File: src/rtl/mips_multicycle_ctrl.sv
// Multi-cycle MIPS control FSM: sequences fetch/decode/execute/memory/writeback over a shared memory.
// Optional bne support is compiled in with `define MIPS_MC_BNE_EN.
module mips_multicycle_ctrl #(
    parameter int MAX_WAIT = 15
) (
    input  logic       clk,
    input  logic       reset,
    input  logic [5:0] Op,
    input  logic [5:0] Funct,
    input  logic       Zero,
    input  logic       mem_ready,
    output logic       mem_req,
    output logic       IorD,
    output logic       MemWrite,
    output logic       IRWrite,
    output logic       PCEn,
    output logic [1:0] PCSrc,
    output logic       RegDst,
    output logic       MemtoReg,
    output logic       RegWrite,
    output logic       ALUSrcA,
    output logic [1:0] ALUSrcB,
    output logic [2:0] ALUControl,
    output logic       instr_done,
    output logic       illegal_op,
    output logic       mem_fault
);

    localparam int CW = $clog2(MAX_WAIT + 1);

    localparam logic [5:0] OP_RTYPE = 6'b000000;
    localparam logic [5:0] OP_LW    = 6'b100011;
    localparam logic [5:0] OP_SW    = 6'b101011;
    localparam logic [5:0] OP_BEQ   = 6'b000100;
    localparam logic [5:0] OP_ADDI  = 6'b001000;
    localparam logic [5:0] OP_J     = 6'b000010;
`ifdef MIPS_MC_BNE_EN
    localparam logic [5:0] OP_BNE   = 6'b000101;
`endif

    typedef enum logic [3:0] {
        S_FETCH, S_DECODE, S_MEMADR, S_MEMREAD, S_MEMWB, S_MEMWRITE, S_EXECUTE,
        S_ALUWB, S_BRANCH, S_ADDIEX, S_ADDIWB, S_JUMP, S_FAULT
    } state_t;

    state_t        state_q, state_d;
    logic [CW-1:0] wait_q, wait_d;
    logic          fault_q, fault_d;
`ifdef MIPS_MC_BNE_EN
    logic          bne_q, bne_d;
`endif

    function automatic logic funct_legal(input logic [5:0] f);
        return (f == 6'b100000) || (f == 6'b100010) || (f == 6'b100100) ||
               (f == 6'b100101) || (f == 6'b101010);
    endfunction

    function automatic logic [2:0] funct_alu(input logic [5:0] f);
        case (f)
            6'b100010: return 3'b110;
            6'b100100: return 3'b000;
            6'b100101: return 3'b001;
            6'b101010: return 3'b111;
            default:   return 3'b010;
        endcase
    endfunction

    always_comb begin
        state_d    = state_q;
        wait_d     = '0;
        fault_d    = fault_q;
`ifdef MIPS_MC_BNE_EN
        bne_d      = bne_q;
`endif
        mem_req    = 1'b0;
        IorD       = 1'b0;
        MemWrite   = 1'b0;
        IRWrite    = 1'b0;
        PCEn       = 1'b0;
        PCSrc      = 2'b00;
        RegDst     = 1'b0;
        MemtoReg   = 1'b0;
        RegWrite   = 1'b0;
        ALUSrcA    = 1'b0;
        ALUSrcB    = 2'b00;
        ALUControl = 3'b010;
        instr_done = 1'b0;
        illegal_op = 1'b0;

        case (state_q)
            S_FETCH: begin
                mem_req = 1'b1;
                ALUSrcB = 2'b01;
                IRWrite = mem_ready;
                PCEn    = mem_ready;
                if (mem_ready) state_d = S_DECODE;
            end
            S_DECODE: begin
                // Branch target computed now so BRANCH only needs the compare.
                ALUSrcB = 2'b11;
`ifdef MIPS_MC_BNE_EN
                bne_d   = (Op == OP_BNE);
`endif
                case (Op)
                    OP_LW, OP_SW: state_d = S_MEMADR;
                    OP_RTYPE: begin
                        if (funct_legal(Funct)) begin
                            state_d = S_EXECUTE;
                        end else begin
                            illegal_op = 1'b1;
                            state_d    = S_FETCH;
                        end
                    end
                    OP_BEQ:  state_d = S_BRANCH;
`ifdef MIPS_MC_BNE_EN
                    OP_BNE:  state_d = S_BRANCH;
`endif
                    OP_ADDI: state_d = S_ADDIEX;
                    OP_J:    state_d = S_JUMP;
                    default: begin
                        illegal_op = 1'b1;
                        state_d    = S_FETCH;
                    end
                endcase
            end
            S_MEMADR: begin
                ALUSrcA = 1'b1;
                ALUSrcB = 2'b10;
                state_d = (Op == OP_LW) ? S_MEMREAD : S_MEMWRITE;
            end
            S_MEMREAD: begin
                mem_req = 1'b1;
                IorD    = 1'b1;
                if (mem_ready) state_d = S_MEMWB;
            end
            S_MEMWB: begin
                MemtoReg   = 1'b1;
                RegWrite   = 1'b1;
                instr_done = 1'b1;
                state_d    = S_FETCH;
            end
            S_MEMWRITE: begin
                mem_req  = 1'b1;
                IorD     = 1'b1;
                MemWrite = 1'b1;
                if (mem_ready) begin
                    instr_done = 1'b1;
                    state_d    = S_FETCH;
                end
            end
            S_EXECUTE: begin
                ALUSrcA    = 1'b1;
                ALUControl = funct_alu(Funct);
                state_d    = S_ALUWB;
            end
            S_ALUWB: begin
                RegDst     = 1'b1;
                RegWrite   = 1'b1;
                instr_done = 1'b1;
                state_d    = S_FETCH;
            end
            S_BRANCH: begin
                ALUSrcA    = 1'b1;
                ALUControl = 3'b110;
                PCSrc      = 2'b01;
`ifdef MIPS_MC_BNE_EN
                PCEn       = bne_q ? ~Zero : Zero;
`else
                PCEn       = Zero;
`endif
                instr_done = 1'b1;
                state_d    = S_FETCH;
            end
            S_ADDIEX: begin
                ALUSrcA = 1'b1;
                ALUSrcB = 2'b10;
                state_d = S_ADDIWB;
            end
            S_ADDIWB: begin
                RegWrite   = 1'b1;
                instr_done = 1'b1;
                state_d    = S_FETCH;
            end
            S_JUMP: begin
                PCSrc      = 2'b10;
                PCEn       = 1'b1;
                instr_done = 1'b1;
                state_d    = S_FETCH;
            end
            S_FAULT: state_d = S_FAULT;
            default: state_d = S_FETCH;
        endcase

        // A stalled access that has already waited MAX_WAIT cycles gives up; ready on that cycle still wins.
        if (mem_req && !mem_ready) begin
            if (wait_q == CW'(MAX_WAIT)) begin
                state_d = S_FAULT;
                fault_d = 1'b1;
            end else begin
                wait_d = wait_q + 1'b1;
            end
        end

        if (reset) begin
            mem_req    = 1'b0;
            MemWrite   = 1'b0;
            IRWrite    = 1'b0;
            PCEn       = 1'b0;
            RegWrite   = 1'b0;
            instr_done = 1'b0;
            illegal_op = 1'b0;
        end
    end

    always_ff @(posedge clk) begin
        if (reset) begin
            state_q <= S_FETCH;
            wait_q  <= '0;
            fault_q <= 1'b0;
`ifdef MIPS_MC_BNE_EN
            bne_q   <= 1'b0;
`endif
        end else begin
            state_q <= state_d;
            wait_q  <= wait_d;
            fault_q <= fault_d;
`ifdef MIPS_MC_BNE_EN
            bne_q   <= bne_d;
`endif
        end
    end

    assign mem_fault = fault_q;

endmodule

File: config.mk
export PLATFORM = sky130hd
export DESIGN_NAME = mips_multicycle_ctrl
export DESIGN_NICKNAME = d
export VERILOG_FILES = /design/src/rtl/mips_multicycle_ctrl.sv
export SDC_FILE = /design/constraint.sdc
export NUM_CORES = 1
export LEC_CHECK = 0
export BUFFER_PORTS_ARGS = -buffer_cell sky130_fd_sc_hd__buf_2
export CAP_MARGIN = 5
export CORE_MARGIN = 5
export CORE_UTILIZATION = 52
export DETAILED_ROUTE_END_ITERATION = 12
export PLACE_DENSITY = 0.83
export SETUP_SLACK_MARGIN = 0.4
export SYNTH_ARGS = -nofsm -noshare
export SYNTH_HDL_FRONTEND = slang
export SYNTH_SLANG_ARGS = --single-unit
File: constraint.sdc
create_clock -name clk -period 4.19 [get_ports clk]
set_input_delay 0.419 -clock clk [delete_from_list [all_inputs] [get_ports clk]]
set_output_delay 0.419 -clock clk [all_outputs]
set_load 0.05 [all_outputs]
==> flow_summary.json <==
{
  "fin_tns_setup_ps": 0,
  "cts_inserted_buffers": 3,
  "via_per_inst": 6.065,
  "cpPeakStageDelay_ps": 590,
  "met3_usage_pct": 3.989,
  "required_ps": 3770,
  "final_common_cell": "buf_2",
  "dr.pass1.iters": 4,
  "layout_min_cycle_time_ps": 2404,
  "grt_pass1_wl_um": 4271,
  "placed_cell_area_mm2": 0.001102,
  "peakVddDrop_mv": 0.1824,
  "cts_tree": "built",
  "ctsResizeCount": 0,
  "grt.total_usage_pct": 20.67,
  "fin_area_mm2": 0.001129,
  "final_cell_mix": "buf_2 (34), nor2_1 (21), dfxtp_1 (9)",
  "arrival_ps": 1980,
  "io_pins": 35,
  "synth_compound_area_share_pct": 24.60,
  "cts_sinks": 9,
  "ys_ff_latch": 9,
  "vias": 1116,
  "crit_buf_inv": 1,
  "core_mm2": 0.001727,
  "cts_htree_levels": 1,
  "synth_warnings": 0,
  "finClkSkew_ps": 4.072,
  "synthMuxAreaShare_pct": 1.587,
  "synthSimpleGateAreaFrac_pct": 41.67,
  "status": "finished, final reports clean",
  "hold_buffers": 0,
  "maxSlewHeadroom_pct": 67.54,
  "synthAdderAreaFrac_pct": 1.323,
  "die_width_um": 52.65,
  "reg2reg_slack_ps": 2430,
  "synth_xor_area_share_pct": 4.630,
  "hpwl_um": 2105,
  "critPathLaunchType": "flip-flop",
  "met1_usage_pct": 25.77,
  "antenna_cells": 0,
  "ys_seq_area_share_pct": 19.05,
  "antenna_found_initial": 0,
  "netlist_area_um2": 945.9,
  "reg2regPathDepth": 4,
  "timing.fmax_mhz": 416.0,
  "initial_core_util_pct": 54.78,
  "hp-start": "reset",
  "postSynthAreaPerCell_um2": 7.390,
  "worst_slack_ps": 1786,
  "syn_nets": 145,
  "fin_nets": 177,
  "synth_flop_cell": "dfxtp_1",
  "slowest_stage": "dfxtp_1",
  "clk_latency_ps": 260,
  "r2r_end": "state_q[2]",
  "synth_edf_count": 0,
  "layoutNonFillerInstCount": 184,
  "place.port_buffers": 34,
  "path_cells": "or2_0 > nor2_1 > and3_1 > a41o_1 > buf_2",
  "rr_startpoint": "state_q[1]",
  "remaining_drc_errors": 0,
  "crit_type": "flip-flop to primary output",
  "avgRoutedWirePerCell_um": 14.64,
  "crit_family": "simple AND/OR/NAND/NOR gates",
  "multiInputGateArea_um2": 698.2,
  "power_density_mw_per_mm2": 193.2,
  "grt_use_met2_pct": 34.30,
  "path_max_fanout": 15,
  "maxSlewViolCount": 0,
  "seq_area_um2": 180.2,
  "clkSlewWorstSetupHoldPaths_ps": 60,
  "rsz0062_at_grt": "false",
  "busiest_layer": "met2",
  "layout-area-overhead-vs-synth_pct": 19.31,
  "grt_start_max_net_pins": 16,
  "ys_types": 55,
  "leakagePower_uw": 0.0004881,
  "worstSetupEndpointType": "primary output",
  "synthArstFlopShare_pct": 0,
  "drt_iter0_markers": 52,
  "synth_top_family_by_area": "simple AND/OR/NAND/NOR gates",
  "rows": 15,
  "dp_slack_ps": 2049,
  "max_slew.worst_pin.slew_ps": 486.3,
  "die_h_um": 52.65,
  "grt_overflow_total": 0,
  "synthCells": 128,
  "maxCapViolCount": 0,
  "dp.cells": 180,
  "routed_wl_um": 2694,
  "hold_depth": 2,
  "drive_above_1_share_pct": 28.93,
  "fill_cells": 145,
  "grt_pass1_vias": 981,
  "cts_buffer_depth": 2,
  "fin_crit_sh_pct": 57.37,
  "routabilityCongestion": 0.9172,
  "dieArea_mm2": 0.002772,
  "min_to": "state_q[3]",
  "postCtsSetupBuffers": 0,
  "finalHoldViolations": 0,
  "cts_root_buf": "clkbuf_4",
  "min_path_type": "primary input to flip-flop",
  "hold_ws_ps": 452.7,
  "ant_nets": 0,
  "final-setup-viol-count": 0
}
## routing by layer
metal | wire length (µm) | up-vias
met3 | 216 | 10
met5 | 0 | -
met4 | 73 | 0
met2 | 1326 | 63
met1 | 1078 | 503
li1 | - | 540
## registers in the layout (all words and copies together) (netlist names)
name,cells
state_q,4
wait_q,4
mem_fault,1
## Yosys cell counts (2+ instances only)
cell type / n / area share, %
nand2b_1: 5 / 3.3
and2_1: 2 / 1.3
inv_1: 6 / 2.4
o311ai_0: 2 / 1.9
a31oi_1: 3 / 2.0
o21ai_0: 6 / 3.2
nor2_1: 21 / 8.3
nor4_1: 2 / 1.3
dfxtp_1: 9 / 19
nor3b_1: 3 / 2.4
nand2_1: 3 / 1.2
o211ai_1: 2 / 1.6
nand3_1: 4 / 2.1
and3_1: 3 / 2.0
xnor2_1: 2 / 1.9
nor4_2: 2 / 2.6
nor3_1: 2 / 1.1
a21oi_1: 6 / 3.2
o22ai_1: 3 / 2.0
nor2b_1: 2 / 1.3
xor2_1: 3 / 2.8
buf_2: 3 / 1.6
a211oi_1: 2 / 1.6
## metrics by stage
stage	utilization (%)	power (µW)
final	65.36	218.0
after CTS	65.36	218.3
after floorplan	-	132.9
after global placement	63.84	149.7
after global routing	65.36	232.5
after detailed placement	63.84	151.2
## final cells by class
| cell class | instances | area share, % |
|---|---|---|
| flip-flops and latches | 9 | 15.96 |
| well taps | 25 | 2.772 |
| multi-input cells | 106 | 61.86 |
| inverters | 6 | 1.996 |
| repair buffers | 34 | 15.08 |
| clock buffers | 4 | 2.328 |
## logic make-up after synthesis
group / count (synthesis)
AO/OA/AOI/OAI: 34
XOR/XNOR: 5
adder cells (fa/ha/maj): 1
buffers and inverters: 13
flip-flops: 9
multiplexers: 1
AND/OR/NAND/NOR: 65
## worst max-delay path by stage
stage / from / end / slack, ps / depth (start not counted)
5_1_grt: state_q[1] / PCEn / 1640 / 5
2_1_floorplan: Op[1] / illegal_op / 1380 / 4
3_3_place_gp: state_q[2] / ALUControl[2] / 2100 / 4
3_5_place_dp: Op[1] / illegal_op / 2050 / 6
4_1_cts: state_q[1] / PCEn / 1820 / 5
6_report: state_q[1] / PCEn / 1790 / 5
## where the power goes
part,switching [µW],internal [µW],total (µW)
registers,2.96,87.3,90.2
logic,38.6,21.5,60.1
clock network,31.0,36.7,67.7
No activity file was read; power rests on OpenSTA's default activity.
